## config.mk

```make
export PLATFORM = sky130hd
export DESIGN_NAME = ff_sync
export DESIGN_NICKNAME = d
export VERILOG_FILES = /design/src/rtl/ff_sync_pkg.sv /design/src/rtl/ff_sync_bit.sv /design/src/rtl/ff_sync.sv
export SDC_FILE = /design/constraint.sdc
export NUM_CORES = 1
export LEC_CHECK = 0
export CORE_AREA = 2 2 39 41
export DETAILED_ROUTE_END_ITERATION = 10
export DIE_AREA = 0 0 41 43
export SYNTH_ARGS = -nofsm -noshare
export SYNTH_HDL_FRONTEND = slang
export SYNTH_SLANG_ARGS = --single-unit
```

## constraint.sdc

```tcl
create_clock -name i_clock -period 0.9 [get_ports i_clock]
set_input_delay 0.09 -clock i_clock [delete_from_list [all_inputs] [get_ports i_clock]]
set_output_delay 0.09 -clock i_clock [all_outputs]
set_load 0.005 [all_outputs]
```

## src/rtl/ff_sync_pkg.sv

```systemverilog
// Shared defaults and sizing helper for the ff_sync input synchroniser.
package ff_sync_pkg;

    localparam int unsigned WIDTH_DEF       = 1;
    localparam int unsigned SYNC_STAGES_DEF = 2;
    localparam int unsigned FILTER_LEN_DEF  = 1;

    // Counter must be able to hold FILTER_LEN-1 without wrapping.
    function automatic int unsigned cnt_w(input int unsigned filter_len);
        return (filter_len < 1) ? 1 : $clog2(filter_len + 1);
    endfunction

endpackage

```

## src/rtl/ff_sync_bit.sv

```systemverilog
// One bit of the synchroniser: flop chain, persistence filter and edge pulses.
module ff_sync_bit
    import ff_sync_pkg::*;
#(
    parameter int unsigned SYNC_STAGES = SYNC_STAGES_DEF,
    parameter int unsigned FILTER_LEN  = FILTER_LEN_DEF,
    parameter logic        RESET_VAL   = 1'b0
) (
    input  logic clk_i,
    input  logic rst_ni,
    input  logic data_i,
    output logic data_o,
    output logic rise_o,
    output logic fall_o
);

    localparam int unsigned     CW       = cnt_w(FILTER_LEN);
    localparam logic [CW-1:0]   CNT_LAST = CW'(FILTER_LEN - 1);

    if (SYNC_STAGES < 2) begin : g_bad_stages
        $error("ff_sync_bit: SYNC_STAGES must be >= 2");
    end
    if (FILTER_LEN < 1) begin : g_bad_filter
        $error("ff_sync_bit: FILTER_LEN must be >= 1");
    end

    (* ASYNC_REG = "TRUE", dont_touch = "TRUE" *)
    logic [SYNC_STAGES-1:0] sync_q;

    logic          synced;
    logic [CW-1:0] cnt_q, cnt_d;
    logic          data_q, data_d;
    logic          rise_q, rise_d;
    logic          fall_q, fall_d;

    // Pure shift register: nothing but flops between stages.
    always_ff @(posedge clk_i) begin
        if (!rst_ni) begin
            sync_q <= {SYNC_STAGES{RESET_VAL}};
        end else begin
            sync_q <= {sync_q[SYNC_STAGES-2:0], data_i};
        end
    end

    assign synced = sync_q[SYNC_STAGES-1];

    always_comb begin
        data_d = data_q;
        cnt_d  = '0;
        if (synced != data_q) begin
            if (cnt_q == CNT_LAST) begin
                data_d = synced;
            end else begin
                cnt_d = cnt_q + 1'b1;
            end
        end
        rise_d = data_d & ~data_q;
        fall_d = ~data_d & data_q;
    end

    always_ff @(posedge clk_i) begin
        if (!rst_ni) begin
            cnt_q  <= '0;
            data_q <= RESET_VAL;
            rise_q <= 1'b0;
            fall_q <= 1'b0;
        end else begin
            cnt_q  <= cnt_d;
            data_q <= data_d;
            rise_q <= rise_d;
            fall_q <= fall_d;
        end
    end

    assign data_o = data_q;
    assign rise_o = rise_q;
    assign fall_o = fall_q;

endmodule

```

## src/rtl/ff_sync.sv

```systemverilog
// Multi-bit asynchronous input synchroniser; every bit is an independent ff_sync_bit.
module ff_sync
    import ff_sync_pkg::*;
#(
    parameter int unsigned      WIDTH       = WIDTH_DEF,
    parameter int unsigned      SYNC_STAGES = SYNC_STAGES_DEF,
    parameter int unsigned      FILTER_LEN  = FILTER_LEN_DEF,
    parameter logic [WIDTH-1:0] RESET_VAL   = '0
) (
    input  logic             i_clock,
    input  logic             i_reset_n,
    input  logic [WIDTH-1:0] i_data,
    output logic [WIDTH-1:0] o_data,
    output logic [WIDTH-1:0] o_rise,
    output logic [WIDTH-1:0] o_fall
);

    for (genvar i = 0; i < WIDTH; i++) begin : g_bit
        ff_sync_bit #(
            .SYNC_STAGES (SYNC_STAGES),
            .FILTER_LEN  (FILTER_LEN),
            .RESET_VAL   (RESET_VAL[i])
        ) u_bit (
            .clk_i  (i_clock),
            .rst_ni (i_reset_n),
            .data_i (i_data[i]),
            .data_o (o_data[i]),
            .rise_o (o_rise[i]),
            .fall_o (o_fall[i])
        );
    end

endmodule

```

==> summary.txt <==
Synth
  • Post-Synthesis Cell Area: between 150 and 200 µm²
  • Mean Syn Cell Area: about 14 µm²
  • Seq cells post-synth: 6
  • EDFF count, synth: 0
  • Synth warn: 0
  • Post-Synthesis Cells: 13
  • Synth top area share: 67.6%
  • Top cells by count, synth: 6 x dfxtp_1, 2 x and2_1, 2 x and4bb_2
  • Sequential element share of the synthesized area: about two thirds
  • Mapped Nets: 16
  • Most used DFF post-synth: dfxtp_1
  • Ranking of synthesized cells by area: dfxtp_1 68%, and4bb_2 14%, and2_1 7.0%
  • FFs w/ async S/R, synth: 0%
  • Cell with the most instances after synthesis: dfxtp_1
  • Library cells used by synthesis: 6
  • Cell taking the most area after synthesis: dfxtp_1

Worst setup path
  • Crit-path cells: dlygate4sd2_1
  • R2R Path Start: g_bit[0].u_bit.data_o
  • CP Depth: 1
  • Worst reg2reg path endpoint: g_bit[0].u_bit.rise_o
  • Worst Path Buf+Inv: 1
  • WS Path Type: register to output port
  • Max FO, Critical Path: 1
  • Slowest CP cell: dfxtp_1
  • R2R Setup Slk: between 0.1 and 0.15 ns
  • Reg2Reg Depth: 2
  • Worst Setup Start Kind: register
  • Delay-heaviest family, CP: flip-flops
  • Critical Path Max Stage Delay: approximately 0.29 ns
  • Critical Path RT: slightly above 0.8 ns
  • Worst EP arrival: roughly 0.77 ns
  • Crit. End Element: output port

Global route
  • Global-route wire length before repair: 434 µm
  • GR Overflow Total: 0
  • Vias in the first global route: between 100 and 150
  • Initial antenna violation count: 0
  • Largest net degree at the start of global routing: 6
  • GRT Overall Usage: ~4.6%

Floorplan
  • Top Ports: 6
  • Row cnt: 14
  • Initial Util: 12.8%
  • Die height: 43 µm
  • Die width: between 40 and 50 µm
  • Die area: ~1800 µm²
  • CORE AREA: ~1400 µm²

Final layout
  • Fillers: around 150
  • Final #Nets: 27
  • Finished Core Util: 19.6%
  • Final std cells w/o fill: 38
  • Share of layout cells above drive strength 1: 31.8%
  • Area growth syn-to-layout: 52.8%
  • Reg area: 120 µm²
  • ANT cells: 0
  • Area of the multi-input gates: 57.6 µm²

Placement
  • Cells after DPL: 35
  • Gpl congestion: approximately 0.53
  • Port Buffer Count: 5
  • DP Wirelength: about 190 µm

Pwr
  • Leakage: approximately 0.12 nW
  • Peak supply drop: around 0.0006 V
  • Total power: between 0.0005 and 0.0006 W
  • P per Cell Area: just over 2000 nW/µm²

Timing
  • Setup Viol. Count Final: 0
  • Final Hold Fails: 0
  • Final Max Slew Viols: 0
  • Clock skew: 0.000253 ns
  • Minimum clock period: ~0.86 ns
  • Maximum clock frequency: around 1.2 GHz
  • Period utilization: between 90% and 100%
  • Unrepaired setup endpoints after global routing: false
  • Fin Setup TNS: 0 ns

Hold path
  • WHS Path Cells: 2
  • Hold Path Sink: g_bit[0].u_bit.sync_q[0]
  • Hold Crit Class: primary input to register
  • Worst min-delay path startpoint: i_data

Detailed routing
  • Final wirelength: roughly 280 µm
  • Vias: between 100 and 150
  • Vias per cell: 3.26
  • Number of remaining DRC errors: 0
  • 1st-iter DRT viols: 0
  • Drt pass-1 iters: 1
  • Antenna-violating nets left: 0
  • WL per Instance: 7.34 µm

CTS
  • CTS tree: done
  • CTS buffer count: 3
  • Clk slew on worst S/H paths: around 0.040 ns
  • H-tree levels: 1
  • Clock Tree Buf Depth: 2
  • Setup bufs post-CTS: 0
  • Clk sinks: 6
  • Hold Buf Count CTS: 0
  • Skew-Pair Late Insertion Delay: ~0.24 ns
  • Clk root buf: clkbuf_4

Status
  • Status: finished clean

Job
  • Max-cap violations: 0
per-layer routing:
layer	global-route usage, %	up-vias	routed length, µm
li1	-	60	-
met3	7.85	0	57
met2	5.94	8	126
met1	2.89	56	94
met5	0	-	0
met4	2.00	0	0
worst register-to-register path, stage by stage (launching register included):
cell	delay, ns
dfxtp_1	0.33
buf_4	0.11
and4bb_2	0.22
kinds of logic (layout without fill, tap and decap cells):
group | count (synthesis) | after routing | synth area share, %
simple gates | 5 | 5 | 24.6
other cells | 1 | 1 | 2.11
mux | 1 | 1 | 5.63
buf+inv | 0 | 9 | 0
flops | 6 | 6 | 67.6
registers in the layout, summed over array words and instances (netlist names):
register            flops
g_bit.u_bit.data_o      1
g_bit.u_bit.sync_q      2
g_bit.u_bit.cnt_q       1
g_bit.u_bit.fall_o      1
g_bit.u_bit.rise_o      1
layout make-up:
| type | instances | share of cell area (%) |
|---|---|---|
| tap | 16 | 7.37 |
| timing repair buffer | 6 | 18.9 |
| sequential | 6 | 44.2 |
| clock buffer | 3 | 8.29 |
| multi-input combinational | 7 | 21.2 |
worst max path at each step:
stage / from / endpoint / slack (ns)
final: g_bit[0].u_bit.fall_o / o_fall / 0.04
after CTS: g_bit[0].u_bit.rise_o / o_rise / 0.01
after detailed placement: i_reset_n / g_bit[0].u_bit.rise_o / -0.03
after floorplan: g_bit[0].u_bit.data_o / g_bit[0].u_bit.rise_o / 0.21
after global routing: g_bit[0].u_bit.fall_o / o_fall / 0.002
after global placement: i_reset_n / g_bit[0].u_bit.fall_o / 0.002
what timing repair did:
action / in CTS / in global routing
gates resized for setup: 4 / 2
gates cloned: 0 / 0
endpoints found under the setup margin: 3 / 2
cells in the final DEF (no fill, tap or decap):
cell             n
and2_1           2
and4bb_2         2
buf_4            1
clkbuf_2         1
clkbuf_4         3
clkdlybuf4s15_1  1
clkdlybuf4s50_1  2
conb_1           1
dfxtp_1          6
dlygate4sd2_1    1
mux2i_1          1
nor2b_1          1
metrics by stage:
step | worst slack (ns) | instance area [µm²] | hold WS [ns]
final | 0.0360 | 272 | 0.428
after global routing | 0.00174 | 272 | 0.442
after CTS | 0.0120 | 275 | 0.415
after detailed placement | -0.0286 | 255 | 0.434
after global placement | 0.00181 | 255 | 0.415
after floorplan | 0.210 | 178 | 0.212
power by group:
| part | internal [W] | switching, W |
|---|---|---|
| registers | 0.000275 | 0.00000396 |
| logic | 0.0000173 | 0.00000616 |
| clock network | 0.000151 | 0.0000963 |
Power figures use the tool's default switching activity.
